File: src/rtl/vc_arbiter.sv
// vc_arbiter: four-input virtual-channel arbiter.
//   Drains four VC FIFOs, which present combinational read data, and forwards
//   at most one word per cycle into a single downstream FIFO. The downstream
//   almost-full flag acts as backpressure. Arbitration is round-robin
//   (ARB_MODE=0) or strict priority with VC3 highest (ARB_MODE=1), fixed at
//   elaboration.
//
// Ports:
//   clk              sole clock, rising edge
//   reset_L          asynchronous active-low reset
//   arb_en           arbitration enable, sampled each cycle
//   vc_empty[3:0]    empty flags of VC FIFOs 3..0
//   vc_data0..3      combinational read data of each VC FIFO
//   out_almost_full  downstream almost-full (blocks reads in the same cycle)
//   out_full         downstream full (only used for error detection)
//   vc_rd[3:0]       one-hot read strobes to the VC FIFOs (combinational)
//   out_data         registered word to the downstream FIFO
//   out_wr           registered write strobe to the downstream FIFO
//   state            FSM state: 0 IDLE, 1 ACTIVE, 2 PAUSE
//   pkt_count        words forwarded since reset, wraps modulo 2^CW
//   error_output     sticky: a write was issued while out_full was high
//
// state  | meaning
// IDLE   | not forwarding; waits for enable, data and room downstream
// ACTIVE | forwarding one word per cycle from the granted VC
// PAUSE  | downstream almost full; reads held off until it drains
module vc_arbiter #(
  parameter int BW       = 6,
  parameter int ARB_MODE = 0,
  parameter int CW       = 8
) (
  input  logic          clk,
  input  logic          reset_L,
  input  logic          arb_en,
  input  logic [3:0]    vc_empty,
  input  logic [BW-1:0] vc_data0,
  input  logic [BW-1:0] vc_data1,
  input  logic [BW-1:0] vc_data2,
  input  logic [BW-1:0] vc_data3,
  input  logic          out_almost_full,
  input  logic          out_full,
  output logic [3:0]    vc_rd,
  output logic [BW-1:0] out_data,
  output logic          out_wr,
  output logic [1:0]    state,
  output logic [CW-1:0] pkt_count,
  output logic          error_output
);

  typedef enum logic [1:0] {
    ST_IDLE   = 2'd0,
    ST_ACTIVE = 2'd1,
    ST_PAUSE  = 2'd2
  } state_t;

  state_t        state_q;
  state_t        state_d;
  logic [1:0]    rr_ptr;
  logic [1:0]    grant;
  logic          grant_valid;
  logic [1:0]    scan_idx;
  logic          any_data;
  logic          rd_en;
  logic [BW-1:0] sel_data;

  assign any_data = ~(&vc_empty);
  assign state    = state_q;

  // Grant search. Round-robin scans downward over the offsets so the
  // smallest offset from rr_ptr is the last (winning) assignment; strict
  // priority scans upward so the highest non-empty index wins.
  always_comb begin
    grant       = rr_ptr;
    grant_valid = 1'b0;
    scan_idx    = 2'd0;
    if (ARB_MODE == 0) begin
      for (int k = 3; k >= 0; k--) begin
        scan_idx = rr_ptr + 2'(k);
        if (!vc_empty[scan_idx]) begin
          grant       = scan_idx;
          grant_valid = 1'b1;
        end
      end
    end else begin
      for (int k = 0; k < 4; k++) begin
        scan_idx = 2'(k);
        if (!vc_empty[scan_idx]) begin
          grant       = scan_idx;
          grant_valid = 1'b1;
        end
      end
    end
  end

  always_comb begin
    rd_en = (state_q == ST_ACTIVE) && arb_en && !out_almost_full &&
            grant_valid && !vc_empty[grant];
    vc_rd = 4'b0000;
    if (rd_en) begin
      vc_rd = 4'b0001 << grant;
    end
  end

  always_comb begin
    sel_data = vc_data0;
    case (grant)
      2'd0: sel_data = vc_data0;
      2'd1: sel_data = vc_data1;
      2'd2: sel_data = vc_data2;
      2'd3: sel_data = vc_data3;
    endcase
  end

  // Leaving to IDLE takes precedence over pausing.
  always_comb begin
    state_d = state_q;
    case (state_q)
      ST_IDLE: begin
        if (arb_en && any_data && !out_almost_full) begin
          state_d = ST_ACTIVE;
        end
      end
      ST_ACTIVE: begin
        if (!arb_en || !any_data) begin
          state_d = ST_IDLE;
        end else if (out_almost_full) begin
          state_d = ST_PAUSE;
        end
      end
      ST_PAUSE: begin
        if (!arb_en) begin
          state_d = ST_IDLE;
        end else if (!out_almost_full && any_data) begin
          state_d = ST_ACTIVE;
        end
      end
      default: state_d = ST_IDLE;
    endcase
  end

  always_ff @(posedge clk or negedge reset_L) begin
    if (!reset_L) begin
      state_q      <= ST_IDLE;
      rr_ptr       <= 2'd0;
      out_data     <= '0;
      out_wr       <= 1'b0;
      pkt_count    <= '0;
      error_output <= 1'b0;
    end else begin
      state_q      <= state_d;
      out_wr       <= rd_en;
      error_output <= error_output | (out_wr & out_full);
      if (rd_en) begin
        out_data  <= sel_data;
        pkt_count <= pkt_count + CW'(1);
        if (ARB_MODE == 0) begin
          rr_ptr <= grant + 2'd1;
        end
      end
    end
  end

endmodule

File: config.mk
export PLATFORM = sky130hd
export DESIGN_NAME = vc_arbiter
export DESIGN_NICKNAME = d
export VERILOG_FILES = /design/src/rtl/vc_arbiter.sv
export SDC_FILE = /design/constraint.sdc
export NUM_CORES = 1
export LEC_CHECK = 0
export CAP_MARGIN = 10
export CORE_AREA = 2 2 58 60
export DETAILED_ROUTE_END_ITERATION = 10
export DIE_AREA = 0 0 60 62
export GPL_ROUTABILITY_DRIVEN = 0
export GPL_TIMING_DRIVEN = 0
export PLACE_DENSITY = 0.77
export SLEW_MARGIN = 10
export SYNTH_ARGS = -nofsm -noshare
export SYNTH_HDL_FRONTEND = slang
export SYNTH_SLANG_ARGS = --single-unit
File: constraint.sdc
create_clock -name clk -period 2.7 [get_ports clk]
set_clock_uncertainty 0.1 [all_clocks]
set_input_delay 0.54 -clock clk [delete_from_list [all_inputs] [get_ports clk]]
set_output_delay 0.54 -clock clk [all_outputs]
set_load 0.05 [all_outputs]
# == Word-level counts from Yosys, hierarchy flattened ==
# Index checks and enable logic that the tools add are counted.
# Widths: inputs -> output; s select.
# op_classes
shift,1
addsub,5
n_bitwise,3
mux,26
n_reduce_logical,15
magnitude_cmp,5
n_eq_ne,8
# op_table
op,count
$pmux 6 s4,1
$mux 2,9
$lt 2x3->1 const B,5
$bmux 1 s2,5
$mux 1,9
$add 8x1->8 const B,1
$logic_and 1x1->1,7
$eq 2x2->1 const B,3
$pmux 2 s3,1
$add 2x1->2 const B,2
$add 2x2->2 const B,2
$eq 2x1->1 const B,2
$logic_not 2->1,2
$mux 4,1
$reduce_and 4->1,1
$shl 1x2->4 const A,1
$logic_not 1->1,3
$ne 3x2->1 const B,1
$ne 3x3->1 const B,1
$reduce_and 3->1,1
$ne 2x2->1 const B,1
$and 1x1->1,1
$logic_or 1x1->1,1
$not 1->1,1
$or 1x1->1,1
# totals
inputBits,33
elab_cells,69
out_inout_bits,22
regBits,20

# == Depth between registers and ports, before layout ==
# Gate-level depths: netlist of the first run.
# logic_depth
depth_word,12
depth_mapped,9
ltp_nobuf,8

# == Worst setup path before layout of the first run ==
# OpenSTA, ideal clock, no wires.
# synth_timing
path_kind,input-to-output
start,in vc_empty[1]
end,out vc_rd[1]
path_stages,6
path_slack_ps,133
required_ps,2060
t_arrival_ps,1927
n_path_buf,1
path_cell_list,buf_4 > nor3b_1 > a311oi_1 > o2bb2ai_1 > ha_1 > and2_1
# synth_between
elab_chain_cells,11
elab_cells_between_ends,23
cone_classes,1 x shift; 19 x mux; 3 x reduce/logical
# synth_rtl
element,line,text
"start, declared",35,"input logic [3:0] vc_empty,"
$bmux 1 s2,79,if (!vc_empty[scan_idx]) begin
$mux 1 (not written as such),79,
$mux 2 (4 in a row),79,
$bmux 1 s2,97,grant_valid && !vc_empty[grant];
$mux 1 (not written as such),97,
$logic_not 1->1,97,
$logic_and 1x1->1,97,
$mux 4 *,99,if (rd_en) begin
"end, declared",42,"output logic [3:0] vc_rd,"
# Mark *: on every way between the ends. The rest lies on a longest branch, timed or not. The select of a mux whose other input is x is not followed.

# == Final worst setup path of the first run ==
# layout_timing
start,reg rr_ptr[1]
end,out vc_rd[2]
# layout_between
elab_chain_cells,12
elab_cells_between_ends,26
cone_classes,3 x add/sub; 1 x shift; 19 x mux; 3 x reduce/logical
# layout_rtl
element,line,text
"start, declared",58,logic [1:0] rr_ptr;
"start signal, assigned",157,rr_ptr <= grant + 2'd1;
$add 2x2->2,78,scan_idx = rr_ptr + 2'(k);
$bmux 1 s2,79,
$mux 1 (not written as such),79,
$mux 2 (4 in a row),79,
$bmux 1 s2,97,
$mux 1 (not written as such),97,
$logic_not 1->1,97,
$logic_and 1x1->1,97,
$mux 4 *,99,
# Marked as above.

==> impl_metrics.csv, run 1 <==
group,metric,value,unit
drt,ant_nets,0,
timing,min_period_over_period,0.9743,
timing,fin_crit,2.631,ns
drt,viasPerCell,5.074,
yosys,avgSynthCellArea,10.12,µm²
drt,drt-total-wl,3088,µm
timing,fin_ws,0.06930,ns
final_layout,nFillCells,279,
critical_path,cpMaxStageDelayCell,"dfrtp_1",
floorplanning,die_area,3720,µm²
timing,holdWs,0.3662,ns
drt,drt_iter0_markers,40,
timing,drv_slew,0,
floorplanning,die_h,62,µm
power,seqPwrFrac,0.293,
power,internal_power,0.8857,mW
yosys,yosysUniqueCellTypes,37,
grt,grt_pass1_vias,1055,
critical_path,path_cells,"clkbuf_2, nor3b_1, a311oi_1, o2bb2ai_2, inv_1, ha_2, and2_1, buf_4",
final_layout,nNetsFinal,223,
critical_path,cp_num_buf_inv,3,
timing,worst_slew_pin_slew,0.8573,ns
yosys,async_reset_ff_frac,1.000,
yosys,synth_edf_count,0,
final_layout,drive_above_1_share,0.2162,
yosys,syn_nets,159,
floorplanning,ios,55,
critical_path,cp.required,2.06,ns
clock_tree,hold_buffers,0,
power,switching_share,0.4555,
critical_path,crit_path_max_incr_delay,0.34,ns
floorplanning,placementRows,21,
floorplanning,start_util,0.3884,
grt,grt_max_degree,21,
final_layout,regArea,501.7,µm²
clock_tree,clock-root-buffer,"clkbuf_4",
final_layout,multi_input_area,676.9,µm²
timing,clock.fmax,380.1,MHz
final_layout,synthToLayoutAreaGrowth,55.93,%
timing,slew_headroom,0.4267,
critical_path,startpoint_type,"flip-flop",
yosys,synth_flop_cell,"dfrtp_1",
final_layout,fin_cells,231,
clock_tree,path_clk_slew,0.11,ns
critical_path,criticalPathCategory,"flip-flop to primary output",
critical_path,critical_path_arrival,1.99,ns
drt,vias,1172,
drt,drc,0,
yosys,yosys_warnings,0,
status,status,"completed",
timing,hold_viol_final,0,
grt,grt_pass1_wl,4692,µm
critical_path,endpoint_kind,"primary output",
grt,gr-usage-all-layers,0.1607,
power,powerDensity,844.6,nW/µm²
power,p_leak,0.7920,nW
floorplanning,die_x,60,µm
final_layout,antenna_cells,0,
worst_hold_path,min_path_type,"flip-flop to flip-flop",
power,p_total,1.626,mW
yosys,ys_seq_elements,20,
yosys,netlist_instances,122,
critical_path,cp_top_family,"compound AO/OA/AOI/OAI gates",
yosys,yosysSeqAreaShare,0.4053,
placed_design,pre_cts_ws,-1.008,ns
clock_tree,cts_sinks,20,
final_layout,post-route-util,0.6057,
clock_tree,htreeDepth,1,
run,max-cap-violations,0,
grt,antenna_found_initial,0,
power,power_frac_clock,0.104,
clock_tree,insertion_delay,0.29,ns
grt,grt.overflow.total,0,
power,ir_drop,342.0,µV
drt,routedWlPerCell,13.37,µm
placed_design,dp_cells,219,
placed_design,dp_hpwl,2285,µm
clock_tree,cts_made_buffers,3,
clock_tree,cts_tree,"done",
yosys,netlist_area,1235,µm²
power,pwr-share-comb,0.603,
placed_design,portBuffers,51,
timing,setup_viol,0,
critical_path,worst-path-max-fanout,8,
power,power.switching,0.7408,mW
floorplanning,core-area,3179,µm²
drt,drtPass1Iterations,4,
clock_tree,clock_path_buffers,2,
-- what timing repair did --
action                                  in CTS  in global routing
pin swaps                                    2                  2
resized for setup                           29                 10
gates cloned                                 0                  0
endpoints found under the setup margin       4                  8
setup buffers                                4                  5
-- final cells by class --
class                      instances  area share
sequential                        20      0.2606
tap                               46     0.02989
clock buffer                       4     0.01884
timing repair buffer              60      0.2982
inverter                           3    0.005848
multi-input combinational         91      0.3515
buffer                             7     0.03509
-- metal layers --
metal / vias up / GRT usage / wire length [µm]
li1: 572 / - / -
met1: 564 / 0.2121 / 1282
met2: 36 / 0.2904 / 1679
met3: 0 / 0.008282 / 127
met4: 0 / 0.03810 / 0
met5: - / 0 / 0
-- Yosys cell counts, types with 2 or more instances --
cell / n / area [µm²]
and3_1: 4 / 25.02
a221o_1: 6 / 60.06
nand3_1: 4 / 20.02
nand2b_1: 6 / 37.54
dfrtp_1: 20 / 500.5
o21a_1: 2 / 15.01
mux2_4: 2 / 30.03
nand2_1: 10 / 37.54
xnor2_1: 6 / 52.55
buf_6: 2 / 22.52
ha_1: 4 / 50.05
nor2_2: 7 / 43.79
nand4_1: 6 / 37.54
nor2b_1: 2 / 12.51
a21oi_1: 3 / 15.01
o2bb2ai_1: 2 / 17.52
a31oi_1: 6 / 37.54
and2_1: 2 / 12.51
o211ai_1: 7 / 52.55
nor2_1: 2 / 7.510
inv_1: 3 / 11.26
-- cells by family (layout without fill, tap and decap cells) --
kind of cell,after synthesis,in the layout,share of synthesized area
flip-flops,20,20,0.4053
AND/OR/NAND/NOR,46,46,0.2087
buffers and inverters,11,74,0.06787
XOR/XNOR,7,7,0.04965
AO/OA/AOI/OAI,32,32,0.2037
multiplexers,2,2,0.02432
adder cells (fa/ha/maj),4,4,0.04053
-- power by group through the flow --
stage | combinational (mW) | sequential [mW] | clock [mW]
floorplan | 0.378 | 0.720 | 0
global placement | 0.894 | 0.475 | 0
detailed placement | 0.906 | 0.480 | 0
CTS | 0.965 | 0.475 | 0.174
global route | 1.06 | 0.488 | 0.185
finish | 0.980 | 0.477 | 0.169
-- layout by cell type (no fill, tap or decap), drive strengths merged, types with 2 or more instances in the layout --
master,instances
nor2b,2
and3,4
nand2b,6
clkbuf,7
o211ai,7
nand2,10
nand4,6
a221o,6
nor2,9
ha,4
dfrtp,20
a21oi,4
buf,18
o21a,2
xnor2,6
a31oi,6
nand3,4
mux2,2
inv,3
and2,2
o2bb2ai,2
clkdlybuf4s50,46
-- worst paths after layout --
path | startpoint | end | slack, ns | cells after the start
min in group asynchronous | reset_L | pkt_count[6] | 0.63 | 1
max | rr_ptr[1] | vc_rd[2] | 0.07 | 8
max in group asynchronous | reset_L | rr_ptr[0] | 1.29 | 1
min reg2reg | error_output | error_output | 0.37 | 1
min | error_output | error_output | 0.37 | 1
max reg2reg | rr_ptr[0] | out_data[1] | 0.42 | 10
-- state kept, by name, indices dropped and copies added, names as in the netlist --
| register | flops |
|---|---|
| error_output | 1 |
| out_data | 6 |
| out_wr | 1 |
| pkt_count | 8 |
| rr_ptr | 2 |
| state | 2 |
-- per-stage QoR --
stage               TNS (ns)  cell area [µm²]
floorplan                  0             1235
global placement      -3.709             1803
detailed placement    -4.742             1803
CTS                        0             1877
global route        -0.03645             1926
finish                     0             1926
Power figures use the tool's default switching activity.
==> run 2, diff against run 1 <==
==> constraint.sdc (replaced) <==
create_clock -name clk -period 2.78 [get_ports clk]
set_clock_uncertainty 0.1 [all_clocks]
set_input_delay 0.556 -clock clk [delete_from_list [all_inputs] [get_ports clk]]
set_output_delay 0.556 -clock clk [all_outputs]
set_load 0.05 [all_outputs]
==> impl_metrics.csv, run 2 (synthesized netlist as in run 1, its figures left out) <==
group,metric,value,unit
timing,tns,0,ns
final_layout,antenna_cells,0,
floorplanning,die_x,60,µm
critical_path,startpoint_type,"primary input",
worst_hold_path,min_path_type,"flip-flop to flip-flop",
critical_path,crit_path_max_incr_delay,0.44,ns
drt,drt_iter0_markers,31,
floorplanning,placementRows,21,
clock_tree,path_clk_slew,0.11,ns
critical_path,cp_num_buf_inv,3,
final_layout,largest_reg_flops,8,
grt,grt_pass1_wl,4657,µm
final_layout,drive_above_1_share,0.1878,
floorplanning,core-area,3179,µm²
drt,drtPass1Iterations,4,
floorplanning,ios,55,
grt,grt_pass1_vias,1044,
drt,ant_nets,0,
critical_path,endpoint_kind,"primary output",
timing,slew_headroom,0.4275,
final_layout,nNetsFinal,219,
timing,fin_ws,0.09502,ns
final_layout,synthToLayoutAreaGrowth,52.58,%
clock_tree,htreeDepth,1,
timing,rsz0062_at_grt,"no",
run,max-cap-violations,0,
grt,grt.overflow.total,0,
critical_path,cp.required,2.12,ns
timing,min_period_over_period,0.9658,
drt,drc,0,
final_layout,regMostFlops,"pkt_count",
drt,viasPerCell,4.991,
power,p_leak,0.7692,nW
clock_tree,clock_path_buffers,2,
timing,worst_slew_pin_slew,0.8560,ns
timing,setup_viol,0,
drt,routedWlPerCell,13.33,µm
timing,fin_crit,2.685,ns
clock_tree,cts_sinks,20,
clock_tree,clock-root-buffer,"clkbuf_4",
critical_path,cp_top_family,"buffers and inverters",
grt,gr-usage-all-layers,0.1590,
status,status,"completed",
clock_tree,insertion_delay,0.29,ns
floorplanning,die_area,3720,µm²
critical_path,path_cells,"clkdlybuf4s50_1, a41oi_2, and3_4, buf_12, and3_1, buf_6",
drt,drt-total-wl,3025,µm
final_layout,layout_commonest_cell,"clkdlybuf4s50_1",
floorplanning,die_h,62,µm
final_layout,reg_top3,"pkt_count: 8 flops, out_data: 6 flops",
critical_path,worst-path-max-fanout,10,
placed_design,portBuffers,51,
clock_tree,cts_tree,"done",
critical_path,cpMaxStageDelayCell,"clkdlybuf4s50_1",
floorplanning,start_util,0.3884,
critical_path,criticalPathCategory,"primary input to primary output",
placed_design,dp_hpwl,2285,µm
grt,antenna_found_initial,0,
placed_design,pre_cts_ws,-0.9597,ns
grt,grt_max_degree,21,
critical_path,critical_path_arrival,2.03,ns
drt,vias,1133,
power,ir_drop,336.1,µV
clock_tree,cts_made_buffers,3,
power,powerDensity,833.7,nW/µm²
timing,clock.fmax,372.4,MHz
timing,drv_slew,0,
timing,hold_viol_final,0,
final_layout,layout_common_cells,"46 x clkdlybuf4s50_1, 20 x dfrtp_1, 10 x nand2_1",
[run 2: cell count changes in the layout (fill, tap and decap cells not counted)]
cell       delta
dfrtp_1       +1
buf_6         -1
o2bb2ai_2     -1
o2bb2ai_1     +1
dfrtp_2       -1
buf_4         -3
[run 2: stage by stage]
stage / utilization / power [mW] / cell area (µm²) / hold WS, ns / std cells
2_1_floorplan: - / 1.066 / 1235 / 0.1604 / 122
6_report: 0.5927 / 1.571 / 1884 / 0.3658 / 227
5_1_grt: 0.5927 / 1.677 / 1884 / 0.3979 / 227
4_1_cts: 0.5844 / 1.555 / 1858 / 0.3737 / 227
3_3_place_gp: 0.5671 / 1.330 / 1803 / 0.3379 / 219
3_5_place_dp: 0.5671 / 1.346 / 1803 / 0.3480 / 219
[run 2: worst paths after layout]
| check | from | endpoint | slack (ns) | depth (start not counted) |
|---|---|---|---|---|
| worst max-delay path | out_almost_full | vc_rd[0] | 0.1 | 6 |
| min in group asynchronous | reset_L | pkt_count[6] | 0.64 | 1 |
| worst min-delay path | error_output | error_output | 0.37 | 1 |
| worst min register to register | error_output | error_output | 0.37 | 1 |
| max in group asynchronous | reset_L | rr_ptr[0] | 1.41 | 1 |
| worst max register to register | rr_ptr[0] | out_data[5] | 0.42 | 10 |
[run 2: area by class of cell]
class,count,area [µm²]
fill,285,1295
multi-input combinational,91,670.6
timing repair buffer,56,540.5
sequential,20,500.5
buffer,7,67.56
tap,46,57.56
clock buffer,4,36.28
inverter,3,11.26
[run 2: what timing repair did]
action,in CTS,in global routing
gates cloned,0,0
pin swaps,2,1
buffers inserted,4,1
endpoints found under the setup margin,4,4
hold buffers,0,0
gates resized for setup,25,13
[run 2: power breakdown]
group | switching, mW | internal [mW]
clock network | 0.0840 | 0.0797
registers | 0.0875 | 0.374
logic | 0.545 | 0.400
total | 0.717 | 0.854
[run 2: worst reg2reg max path, delay by kind of cell, from the launching register on]
family	cells	cell delay, ns
compound gates	4	0.74
fa+ha+maj	1	0.21
buf+inv	3	0.53
flops	1	0.47
simple gates	2	0.19
[run 2: layer usage]
layer  track usage  vias to the layer above  share of wire
met5             0                        -              0
met4       0.03810                        0              0
met3      0.008282                        0          0.035
met2        0.2826                       30           0.53
met1        0.2134                      540           0.43
li1              -                      563              -
==> run 3, diff against run 2 <==
--- a/config.mk
+++ b/config.mk
@@ -12,6 +12,7 @@
 export GPL_ROUTABILITY_DRIVEN = 0
 export GPL_TIMING_DRIVEN = 0
 export PLACE_DENSITY = 0.77
+export REMOVE_ABC_BUFFERS = 1
 export SLEW_MARGIN = 10
 export SYNTH_ARGS = -nofsm -noshare
 export SYNTH_HDL_FRONTEND = slang
==> impl_metrics.csv, run 3 (synthesized netlist as in run 1, its figures left out) <==
group,metric,value,unit
run,max-cap-violations,0,
critical_path,crit_path_max_incr_delay,0.32,ns
clock_tree,clock-root-buffer,"clkbuf_4",
clock_tree,path_clk_slew,0.12,ns
critical_path,path_cells,"dlygate4sd2_1, nor3b_1, a311oi_1, o2bb2ai_2, inv_1, ha_2, and2_1, buf_4",
critical_path,criticalPathCategory,"primary input to primary output",
clock_tree,hold_buffers,0,
timing,min_period_over_period,0.9833,
final_layout,antenna_cells,0,
critical_path,cp-startpoint,"vc_empty[1]",
floorplanning,core-area,3179,µm²
drt,drt_iter0_markers,22,
clock_tree,insertion_delay,0.30,ns
timing,drv_slew,0,
grt,use_met3,0.04969,
drt,routedWlPerCell,13.64,µm
critical_path,timing.rr.start,"rr_ptr[0]",
critical_path,cp_top_family,"buffers and inverters",
final_layout,reg_top3,"pkt_count: 8 flops, out_data: 6 flops",
power,ir_drop,366.6,µV
clock_tree,cts_tree,"done",
final_layout,drive_above_1_share,0.1742,
placed_design,dp_hpwl,2172,µm
critical_path,cpMaxStageDelayCell,"dlygate4sd2_1",
final_layout,layout_commonest_cell,"clkdlybuf4s50_1",
clock_tree,htreeDepth,1,
timing,slew_headroom,0.3937,
drt,drt-total-wl,3056,µm
clock_tree,cts_made_buffers,3,
worst_hold_path,hold_start,"error_output",
timing,clock.fmax,365.8,MHz
critical_path,critical_path_arrival,2.08,ns
critical_path,cp.required,2.12,ns
grt,grt_pass1_wl,4988,µm
final_layout,layout_common_cells,"46 x clkdlybuf4s50_1, 20 x dfrtp_1, 10 x nand2_1",
grt,busiest_layer,"met2",
final_layout,synthToLayoutAreaGrowth,49.44,%
placed_design,pre_cts_ws,-1.294,ns
floorplanning,ios,55,
grt,grt_pass1_vias,1165,
grt,gr-usage-all-layers,0.1796,
final_layout,largest_reg_flops,8,
power,powerDensity,836.3,nW/µm²
timing,tns,0,ns
clock_tree,clock_path_buffers,2,
critical_path,endpoint_kind,"primary output",
worst_hold_path,min_path_type,"flip-flop to flip-flop",
floorplanning,start_util,0.3884,
drt,drtPass1Iterations,4,
final_layout,fin_cells,224,
floorplanning,die_area,3720,µm²
final_layout,nNetsFinal,216,
power,p_leak,0.7528,nW
timing,fin_ws,0.04647,ns
placed_design,dp_cells,214,
floorplanning,placementRows,21,
floorplanning,die_h,62,µm
timing,rsz0062_at_grt,"yes",
drt,drc,0,
drt,vias,1172,
grt,met1_usage,0.1956,
grt,grtUsageMet2,0.3339,
critical_path,worst-path-max-fanout,8,
clock_tree,cts_sinks,20,
grt,grt_max_degree,21,
timing,worst_slew_pin_slew,0.9066,ns
grt,grt.overflow.total,0,
timing,hold_viol_final,0,
status,status,"completed",
critical_path,startpoint_type,"primary input",
final_layout,regMostFlops,"pkt_count",
timing,fin_crit,2.734,ns
timing,setup_viol,0,
power,p_total,1.543,mW
grt,antenna_found_initial,0,
drt,viasPerCell,5.232,
floorplanning,die_x,60,µm
placed_design,portBuffers,54,
critical_path,cp_num_buf_inv,3,
drt,ant_nets,0,
==> run 3: cell type report <==
type	instances	area, µm²
repair buffers	59	561.8
multi-input cells	92	678.2
inverters	3	11.26
well taps	46	57.56
flip-flops and latches	20	500.5
fillers	282	1334
clock buffers	4	36.28
==> run 3: final timing paths <==
path                                endpoint  slack, ns  cells past startpoint
worst max-delay path                vc_rd[2]       0.05                      8
worst max register to register   out_data[2]       0.61                      9
worst min register to register  error_output       0.37                      1
worst min-delay path            error_output       0.37                      1
min in group asynchronous       pkt_count[7]       0.65                      1
max in group asynchronous        out_data[5]       1.38                      1
==> run 3: where the power goes <==
part	total, mW	switching [mW]	leakage [nW]	internal, mW
combinational	0.892	0.516	0.485	0.376
clock	0.174	0.0945	0.0210	0.0798
sequential	0.477	0.102	0.246	0.374
total	1.54	0.713	0.753	0.831
==> run 3: repair_timing <==
| item | CTS | global route |
|---|---|---|
| endpoints found under the hold margin | 0 | 0 |
| gates cloned | 1 | 0 |
| gates resized for setup | 29 | 4 |
| setup buffers | 5 | 0 |
| pin swaps | 4 | 1 |
| setup endpoints to repair | 4 | 3 |
==> run 3: per-layer routing <==
metal	wire, µm	vias up
li1	-	562
met1	1249	562
met2	1566	44
met3	206	4
met4	34	0
met5	0	-
==> run 3: per-stage QoR <==
stage / hold WS [ns] / util / instance area, µm²
final: 0.3728 / 0.5805 / 1846
after global routing: 0.4166 / 0.5805 / 1846
after CTS: 0.3789 / 0.5793 / 1842
after detailed placement: 0.3516 / 0.5537 / 1760
after global placement: 0.3360 / 0.5537 / 1760
after floorplan: 0.1604 / - / 1162
